`config.mk`:
```
export PLATFORM = sky130hd
export DESIGN_NAME = serial_addsub_flat
export DESIGN_NICKNAME = d
export VERILOG_FILES = /design/src/rtl/serial_addsub_if.sv /design/src/rtl/serial_addsub.sv /design/src/flat_wrapper.sv
export SDC_FILE = /design/constraint.sdc
export NUM_CORES = 1
export LEC_CHECK = 0
export CELL_PAD_IN_SITES_DETAIL_PLACEMENT = 1
export CELL_PAD_IN_SITES_GLOBAL_PLACEMENT = 1
export CORE_MARGIN = 4
export CORE_UTILIZATION = 38
export CTS_BUF_LIST = sky130_fd_sc_hd__clkbuf_2
export DETAILED_ROUTE_END_ITERATION = 10
export GPL_TIMING_DRIVEN = 0
export PLACE_DENSITY = 0.76
export REMOVE_ABC_BUFFERS = 1
export SKIP_LAST_GASP = 1
export SLEW_MARGIN = 20
export SYNTH_ARGS = -nofsm -noshare
export SYNTH_HDL_FRONTEND = slang
export SYNTH_SLANG_ARGS = --single-unit
```
`constraint.sdc`:
```
create_clock -name clk -period 1.38 [get_ports clk]
set_clock_uncertainty 0.05 [all_clocks]
set_input_delay 0.138 -clock clk [delete_from_list [all_inputs] [get_ports clk]]
set_output_delay 0.138 -clock clk [all_outputs]
set_load 0.005 [all_outputs]
```
`src/rtl/serial_addsub_if.sv`:
```
// Handshake and operand bus for the bit-serial adder/subtractor.
//   start, sub, a, b       : request side (driven by the master)
//   ready, busy, done      : handshake status (driven by the slave)
//   result, cout           : held result and carry/borrow out (driven by the slave)
interface serial_addsub_if #(
    parameter int WIDTH = 8
) ();
    logic             start;
    logic             sub;
    logic [WIDTH-1:0] a;
    logic [WIDTH-1:0] b;
    logic             ready;
    logic             busy;
    logic             done;
    logic [WIDTH-1:0] result;
    logic             cout;

    modport master (
        output start, sub, a, b,
        input  ready, busy, done, result, cout
    );

    modport slave (
        input  start, sub, a, b,
        output ready, busy, done, result, cout
    );
endinterface

```
`src/rtl/serial_addsub.sv`:
```
// Bit-serial unsigned adder/subtractor: one full-adder/subtractor stage plus a
// carry/borrow flip-flop, iterated LSB-first over WIDTH cycles.
//   clk    : rising-edge clock
//   rst_n  : asynchronous active-low reset
//   bus    : serial_addsub_if slave (start/sub/a/b in; ready/busy/done/result/cout out)
//
// state | meaning
// IDLE  | waiting for start, ready=1
// RUN   | processing one bit per edge, busy=1
// DONE  | result/cout valid, done pulse, ready=1 (back-to-back start accepted)
module serial_addsub #(
    parameter int WIDTH = 8
) (
    input logic           clk,
    input logic           rst_n,
    serial_addsub_if.slave bus
);
    localparam int CW = $clog2(WIDTH);

    typedef enum logic [1:0] {
        IDLE = 2'd0,
        RUN  = 2'd1,
        DONE = 2'd2
    } state_t;

    state_t           state;
    logic [WIDTH-1:0] a_sr;
    logic [WIDTH-1:0] b_sr;
    // Holds the WIDTH-1 bits already produced; the final bit joins them at the
    // RUN->DONE edge so the result port never shows partial values.
    logic [WIDTH-2:0] acc;
    logic [CW-1:0]    cnt;
    logic             cb;
    logic             sub_q;

    logic             ai;
    logic             bi;
    logic             s_bit;
    logic             cb_next;
    logic             last;

    always_comb begin
        ai      = a_sr[0];
        bi      = b_sr[0];
        s_bit   = ai ^ bi ^ cb;
        cb_next = sub_q ? ((~ai & bi) | (cb & ~(ai ^ bi)))
                        : ((ai & bi) | (cb & (ai ^ bi)));
        last    = (cnt == CW'(WIDTH - 1));
    end

    always_ff @(posedge clk or negedge rst_n) begin
        if (!rst_n) begin
            state      <= IDLE;
            a_sr       <= '0;
            b_sr       <= '0;
            acc        <= '0;
            cnt        <= '0;
            cb         <= 1'b0;
            sub_q      <= 1'b0;
            bus.ready  <= 1'b1;
            bus.busy   <= 1'b0;
            bus.done   <= 1'b0;
            bus.result <= '0;
            bus.cout   <= 1'b0;
        end else begin
            case (state)
                IDLE, DONE: begin
                    bus.done <= 1'b0;
                    if (bus.start) begin
                        a_sr      <= bus.a;
                        b_sr      <= bus.b;
                        sub_q     <= bus.sub;
                        cnt       <= '0;
                        cb        <= 1'b0;
                        bus.ready <= 1'b0;
                        bus.busy  <= 1'b1;
                        state     <= RUN;
                    end else begin
                        state <= IDLE;
                    end
                end
                RUN: begin
                    a_sr <= a_sr >> 1;
                    b_sr <= b_sr >> 1;
                    acc  <= (WIDTH-1)'({s_bit, acc} >> 1);
                    cb   <= cb_next;
                    cnt  <= cnt + 1'b1;
                    if (last) begin
                        bus.result <= {s_bit, acc};
                        bus.cout   <= cb_next;
                        bus.done   <= 1'b1;
                        bus.busy   <= 1'b0;
                        bus.ready  <= 1'b1;
                        state      <= DONE;
                    end
                end
                default: begin
                    bus.ready <= 1'b1;
                    bus.busy  <= 1'b0;
                    bus.done  <= 1'b0;
                    state     <= IDLE;
                end
            endcase
        end
    end
endmodule
```
`src/flat_wrapper.sv`:
```
// flat-port wrapper written by rule: the top's interface ports become plain ports
module serial_addsub_flat 
#(
    parameter int WIDTH = 8
)
  (clk, rst_n, bus_start, bus_sub, bus_a, bus_b, bus_ready, bus_busy, bus_done, bus_result, bus_cout);
  serial_addsub_if #(.WIDTH(WIDTH)) bus_i ();
  input logic clk;
  input logic rst_n;
  input wire logic [$bits(bus_i.start)-1:0] bus_start;
  input wire logic [$bits(bus_i.sub)-1:0] bus_sub;
  input wire logic [$bits(bus_i.a)-1:0] bus_a;
  input wire logic [$bits(bus_i.b)-1:0] bus_b;
  output wire logic [$bits(bus_i.ready)-1:0] bus_ready;
  output wire logic [$bits(bus_i.busy)-1:0] bus_busy;
  output wire logic [$bits(bus_i.done)-1:0] bus_done;
  output wire logic [$bits(bus_i.result)-1:0] bus_result;
  output wire logic [$bits(bus_i.cout)-1:0] bus_cout;
  assign bus_i.start = bus_start;
  assign bus_i.sub = bus_sub;
  assign bus_i.a = bus_a;
  assign bus_i.b = bus_b;
  assign bus_ready = bus_i.ready;
  assign bus_busy = bus_i.busy;
  assign bus_done = bus_i.done;
  assign bus_result = bus_i.result;
  assign bus_cout = bus_i.cout;
  serial_addsub #(.WIDTH(WIDTH)) u_core (.clk(clk), .rst_n(rst_n), .bus(bus_i));
endmodule
```
==> impl_metrics.env, run 1 <==
export IMPL_outcome="finished with violations"
export IMPL_violations="setup timing"
export IMPL_whs_ns=0.1617
export IMPL_wl_met2_mm=2.169
export IMPL_grt_use_total=0.1620
export IMPL_path_clk_slew_ns=0.19
export IMPL_ys_types=27
export IMPL_cts_root_buf="clkbuf_2"
export IMPL_grt_max_degree=27
export IMPL_nets=229
export IMPL_start_util=0.3958
export IMPL_wl_per_cell_microns=16.10
export IMPL_max_stage_delay_ns=0.43
export IMPL_top_layer="met4"
export IMPL_gp_congestion=0.7601
export IMPL_rsz0062_at_grt="true"
export IMPL_num_vias=1346
export IMPL_path_delay_family="flip-flops"
export IMPL_synth_area_per_cell_sq_um=11.27
export IMPL_firstDrtPassIters=4
export IMPL_period_needed_ns=1.427
export IMPL_drive_gt1_frac=0.2621
export IMPL_drt_iter0_drc=38
export IMPL_portBuffers=31
export IMPL_htreeDepth=2
export IMPL_netlist_top_cells_count="dfrtp_1, nand2_1, nor2_1, o22ai_1, nor3_1"
export IMPL_power_w=0.005013
export IMPL_core_rowCount=24
export IMPL_tightest_slew_ns=0.4591
export IMPL_path_cells="ha_2 -> ha_4 -> nand3b_4 -> mux2_4"
export IMPL_post_route_worst_setup_slack_ns=-0.04731
export IMPL_worst_ep_required_time_ns=1.61
export IMPL_yosysTopAreaCellShare=0.5768
export IMPL_multi_input_area_sq_um=719.4
export IMPL_grt_antenna_before_repair=0
export IMPL_wl_met3_microns=194
export IMPL_hpwl_mm=2.616
export IMPL_p_leak_nw=1.137
export IMPL_slew_violations=0
export IMPL_route_detailed_drc=0
export IMPL_cts_tree="done"
export IMPL_grt_ovfl_total=0
export IMPL_slowest_stage="dfrtp_1"
export IMPL_crit_buf_inv=0
export IMPL_diodes=0
export IMPL_synth_area_leaders="dfrtp_1, nand2_1, o22ai_1"
export IMPL_maxCapViolCount=0
export IMPL_cp_end_kind="flip-flop"
export IMPL_async_reset_ff_frac=1.000
export IMPL_cts_num_sinks=41
export IMPL_fill_cells=463
export IMPL_ys_warn_count=0
export IMPL_synth_edf_count=0
export IMPL_die_area_sq_um=5712
export IMPL_die_w_microns=75.58
export IMPL_dieHeight_microns=75.58
export IMPL_max_freq_mhz=700.6
export IMPL_cp_arrival_ns=1.66
export IMPL_cts_buffers_inserted=5
export IMPL_area_delta_synth_final_pct=34.61
export IMPL_clk_path_buf_depth=2
export IMPL_clk_latency_ns=0.38
export IMPL_synth_seq_cells=41
export IMPL_hold_viol_final=0
export IMPL_worst_ir_drop_vdd_v=0.0009426
export IMPL_ios=32
export IMPL_synth_cells=154
export IMPL_ys_seq_area_frac=0.5919
export IMPL_routed_wl_mm=4.155
export IMPL_wl_met1_mm=1.772
export IMPL_hold_path_class="in -> async"
export IMPL_antenna_left=0
export IMPL_synthFlopType="dfrtp_1"
export IMPL_relSlewSlack=0.6939
export IMPL_seqCellArea_sq_um=1030
export IMPL_period_share=1.034
export IMPL_viasPerCell=5.217
export IMPL_path_max_fanout=6
export IMPL_setup_viol=6
export IMPL_core_sq_um=4384
export IMPL_synthMostInstantiatedCell="dfrtp_1"
export IMPL_powerDensity_nw_per_um2=2146
export IMPL_netlist_area_sq_um=1735
export IMPL_critical_path_class="reg -> reg"
export IMPL_grt_pass1_wl_mm=6.879
export IMPL_cp_start_kind="flip-flop"
export IMPL_grt_pass1_vias=1445
export IMPL_synth_largest_area_cell="dfrtp_1"
==> per-layer routing <==
metal | up-vias | global-route usage
met4 | 0 | 0.03883
met5 | - | 0
met3 | 4 | 0.05013
met2 | 33 | 0.2742
li1 | 634 | -
met1 | 675 | 0.2029
==> layout by cell type, fill, tap and decap left out, drive strengths merged <==
| master | netlist | layout |
|---|---|---|
| a21oi | 1 | 1 |
| a22o | 4 | 4 |
| and2b | 1 | 2 |
| buf | 10 | 22 |
| clkbuf | 0 | 8 |
| clkdlybuf4s50 | 0 | 18 |
| dfrtp | 40 | 40 |
| dfstp | 1 | 1 |
| dlygate4sd2 | 0 | 11 |
| dlygate4sd3 | 0 | 1 |
| fa | 2 | 2 |
| ha | 2 | 2 |
| inv | 3 | 3 |
| mux2 | 7 | 7 |
| mux2i | 1 | 1 |
| nand2 | 25 | 25 |
| nand2b | 2 | 2 |
| nand3 | 1 | 1 |
| nand3b | 1 | 2 |
| nor2 | 16 | 16 |
| nor2b | 1 | 1 |
| nor3 | 13 | 13 |
| o21ai | 7 | 7 |
| o22ai | 14 | 14 |
| o2bb2ai | 1 | 1 |
| o31ai | 1 | 1 |
==> worst reg2reg max path, cell delays in order, from the launching register on <==
cell,delay (ns)
dfrtp_1,0.43
ha_2,0.20
ha_4,0.19
nand3b_4,0.15
mux2_4,0.31
==> flip-flops by register name, summed over array words and instances (netlist names) <==
| register | cells |
|---|---|
| u_core.bus.ready | 1 |
| u_core.cb | 1 |
| u_core.a_sr | 8 |
| u_core.cnt | 3 |
| u_core.bus.result | 8 |
| u_core.sub_q | 1 |
| u_core.bus.cout | 1 |
| u_core.acc | 7 |
| u_core.bus.busy | 1 |
| u_core.b_sr | 8 |
| u_core.state | 2 |
==> worst paths after layout <==
kind	start	endpoint	slack (ns)	depth (start not counted)
max reg2reg	u_core.cnt[0]$_DFFE_PN0P_	u_core.bus.result[3]$_DFFE_PN0P_	-0.05	4
max in group asynchronous	rst_n	u_core.bus.ready$_DFFE_PN1P_	0.57	3
min reg2reg	u_core.bus.ready$_DFFE_PN1P_	u_core.bus.ready$_DFFE_PN1P_	0.46	2
min in group clk	bus_sub	u_core.sub_q$_DFFE_PN0P_	0.22	3
min	rst_n	u_core.acc[2]$_DFFE_PN0P_	0.16	2
max	u_core.cnt[0]$_DFFE_PN0P_	u_core.bus.result[3]$_DFFE_PN0P_	-0.05	4
==> repair_timing <==
action,CTS,global route
hold endpoints to repair,40,0
pin swaps,1,2
gates resized for setup,27,9
endpoints found under the setup margin,51,25
hold buffers,1,0
cloned,2,0
buffers inserted,16,3
==> final cells by class <==
class                   count  area share
multi-input cells         102      0.3080
well taps                  52     0.02785
clock buffers               8     0.01714
repair buffers             52      0.2014
flip-flops and latches     41      0.4408
inverters                   3    0.004821
==> through the flow <==
stage	setup TNS, ns	setup slack [ns]	area, sq um	utilization	cells
floorplan	-3.259	-0.2190	1662	-	144
global placement	-54.05	-0.8861	2037	0.4646	227
detailed placement	-10.90	-0.4618	2062	0.4703	228
CTS	-0.3997	-0.09926	2290	0.5223	255
global route	-0.5334	-0.07929	2336	0.5328	258
finish	-0.2564	-0.04731	2336	0.5328	258
==> cell families after synthesis <==
| kind of cell | after synthesis | synth area share |
|---|---|---|
| compound gates | 28 | 0.1031 |
| fa+ha+maj | 4 | 0.03749 |
| buf+inv | 13 | 0.04902 |
| flops | 41 | 0.5919 |
| mux | 8 | 0.06200 |
| simple gates | 60 | 0.1564 |
==> where the power goes <==
| part | leakage [nW] | switching (W) | total (W) | internal [W] |
|---|---|---|---|---|
| sequential | 0.498 | 0.000419 | 0.00220 | 0.00178 |
| combinational | 0.605 | 0.00109 | 0.00231 | 0.00122 |
| clock | 0.0332 | 0.000360 | 0.000510 | 0.000150 |
(Power assumes the default switching activity.)
==> run 2: changes to the inputs <==
Settings changed: REMOVE_ABC_BUFFERS 1 to default.
==> run 2 against run 1 <==
Compared with the run above:
- the flow still finishes with violations (setup timing)
- critical path depth increased by 1
- clock power decreased by 4%
- register-to-register slack got worse by 0.07 ns
- routed wire length increased by 5.5%
- via count increased by 0.74%
- largest power group unchanged
==> impl_metrics.env, run 2 (synthesis results as in run 1) <==
export IMPL_drive_gt1_frac=0.3014
export IMPL_period_share=1.082
export IMPL_hold_path_class="in -> async"
export IMPL_use_met1=0.1968
export IMPL_routed_wl_mm=4.385
export IMPL_cp_start_kind="flip-flop"
export IMPL_startpoint="u_core.cnt[0]$_DFFE_PN0P_"
export IMPL_clk_latency_ns=0.41
export IMPL_reg2reg_to="u_core.bus.result[6]$_DFFE_PN0P_"
export IMPL_num_vias=1356
export IMPL_final_util=0.5551
export IMPL_core_sq_um=4384
export IMPL_layout_common_cells="dfrtp_1, nand2_1, clkdlybuf4s50_1"
export IMPL_portBuffers=31
export IMPL_path_max_fanout=5
export IMPL_gp_congestion=0.7990
export IMPL_core_rowCount=24
export IMPL_mostFrequentLayoutCell="dfrtp_1"
export IMPL_outcome="finished with violations"
export IMPL_tightest_slew_ns=0.3282
export IMPL_path_clk_slew_ns=0.21
export IMPL_r2r_cells=5
export IMPL_firstDrtPassIters=5
export IMPL_antenna_left=0
export IMPL_post_route_worst_setup_slack_ns=-0.1127
export IMPL_worst_ir_drop_vdd_v=0.0008488
export IMPL_start_util=0.3958
export IMPL_max_freq_mhz=669.9
export IMPL_max_stage_delay_ns=0.46
export IMPL_dieHeight_microns=75.58
export IMPL_nets=233
export IMPL_grt_pass1_vias=1514
export IMPL_grt_pass1_wl_mm=7.044
export IMPL_viasPerCell=5.195
export IMPL_relSlewSlack=0.7812
export IMPL_met2_usage=0.2848
export IMPL_wl_per_cell_microns=16.80
export IMPL_ios=32
export IMPL_rsz0062_at_grt="true"
export IMPL_grt_use_total=0.1675
export IMPL_critical_path_class="reg -> reg"
export IMPL_area_delta_synth_final_pct=40.23
export IMPL_cp_arrival_ns=1.75
export IMPL_cts_buffers_inserted=5
export IMPL_grt_ovfl_total=0
export IMPL_cts_num_sinks=41
export IMPL_path_cells="ha_2 -> ha_4 -> nand3b_4 -> buf_8 -> mux2_4"
export IMPL_grt_max_degree=31
export IMPL_cts_root_buf="clkbuf_2"
export IMPL_cp_end_kind="flip-flop"
export IMPL_route_detailed_drc=0
export IMPL_slew_violations=0
export IMPL_diodes=0
export IMPL_drt_iter0_drc=68
export IMPL_die_w_microns=75.58
export IMPL_violations="setup timing"
export IMPL_clk_path_buf_depth=2
export IMPL_synth_nets=178
export IMPL_maxCapViolCount=0
export IMPL_grtUsageMet3=0.05277
export IMPL_grt_antenna_before_repair=0
export IMPL_hold_viol_final=0
export IMPL_p_leak_nw=1.164
export IMPL_setup_viol=9
export IMPL_die_area_sq_um=5712
export IMPL_r2r_start="u_core.cnt[0]$_DFFE_PN0P_"
export IMPL_fin_setup_tns_ns=-0.8764
export IMPL_worst_ep_required_time_ns=1.64
export IMPL_hpwl_mm=2.882
export IMPL_htreeDepth=2
export IMPL_cts_tree="done"
export IMPL_grt_busiest_layer="met2"
export IMPL_powerDensity_nw_per_um2=2194
export IMPL_r2r_setup_slack_ns=-0.11
export IMPL_period_needed_ns=1.493
export IMPL_slowest_stage="dfrtp_1"
export IMPL_reg_top3="u_core.a_sr (8), u_core.b_sr (8), u_core.bus.result (8)"
run 2: changes by cell type in the layout (fill, tap and decap cells not counted), moves of 2 or more:
| cell | previous run | this run |
|---|---|---|
| buf_6 | 1 | 7 |
| nand2b_4 | 2 | 0 |
| o22ai_2 | 0 | 8 |
| o22ai_1 | 14 | 6 |
| nand2b_1 | 0 | 2 |
| buf_4 | 18 | 14 |
| buf_8 | 0 | 2 |
run 2: layout make-up:
type / count / area [sq um]
fill: 453 / 1951
sequential: 41 / 1030
multi-input combinational: 100 / 729.5
timing repair buffer: 48 / 454.2
buffer: 10 / 110.1
tap: 52 / 65.06
clock buffer: 6 / 30.03
inverter: 3 / 11.26
clock inverter: 1 / 3.754
run 2: metal layers:
layer	wire, microns	part of all wire	up-vias
met1	1834	0.42	665
met3	221	0.050	9
met4	72	0.016	0
met5	0	0	-
li1	-	-	639
met2	2258	0.51	43
run 2: repair_timing:
action / in CTS / in global routing
pin swaps: 1 / 2
setup buffers: 11 / 4
endpoints found under the setup margin: 20 / 35
gates resized for setup: 19 / 31
hold endpoints to repair: 41 / 0
hold buffers: 1 / 0
cloned: 1 / 0
run 2: how the worst max path moves through the flow:
stage / depth (start not counted) / slack (ns) / to
after floorplan: 5 / -0.03 / u_core.bus.result[2]$_DFFE_PN0P_
after global placement: 1 / -0.91 / u_core.b_sr[3]$_DFFE_PN0P_
after detailed placement: 6 / -0.17 / u_core.a_sr[4]$_DFFE_PN0P_
after CTS: 5 / -0.14 / u_core.bus.result[6]$_DFFE_PN0P_
after global routing: 5 / -0.19 / u_core.bus.result[2]$_DFFE_PN0P_
final: 5 / -0.11 / u_core.bus.result[6]$_DFFE_PN0P_
run 2: report_power, final:
| part | internal, W | leakage [nW] | total, W | switching [W] |
|---|---|---|---|---|
| clock | 0.000118 | 0.0265 | 0.000492 | 0.000374 |
| combinational | 0.00144 | 0.639 | 0.00264 | 0.00120 |
| sequential | 0.00178 | 0.498 | 0.00221 | 0.000432 |
run 2: worst max-delay path, delay by kind of cell (launching register included):
family,cells,cell delay (ns)
muxes,1,0.30
and+or+nand+nor,1,0.10
buffers and inverters,1,0.13
adders and majority gates,2,0.36
DFF,1,0.46
run 2: per-stage QoR:
step           power, W  instance area (sq um)  hold WS, ns  setup WS, ns  instances
3_5_place_dp   0.004377                   2150    0.0003014       -0.1729        238
3_3_place_gp   0.004201                   2135       0.4079       -0.9092        237
5_1_grt        0.005810                   2434      0.06201       -0.1886        261
4_1_cts        0.005032                   2315      0.06000       -0.1390        258
2_1_floorplan  0.003515                   1759      -0.2076      -0.03039        154
6_report       0.005339                   2434      0.07537       -0.1127        261
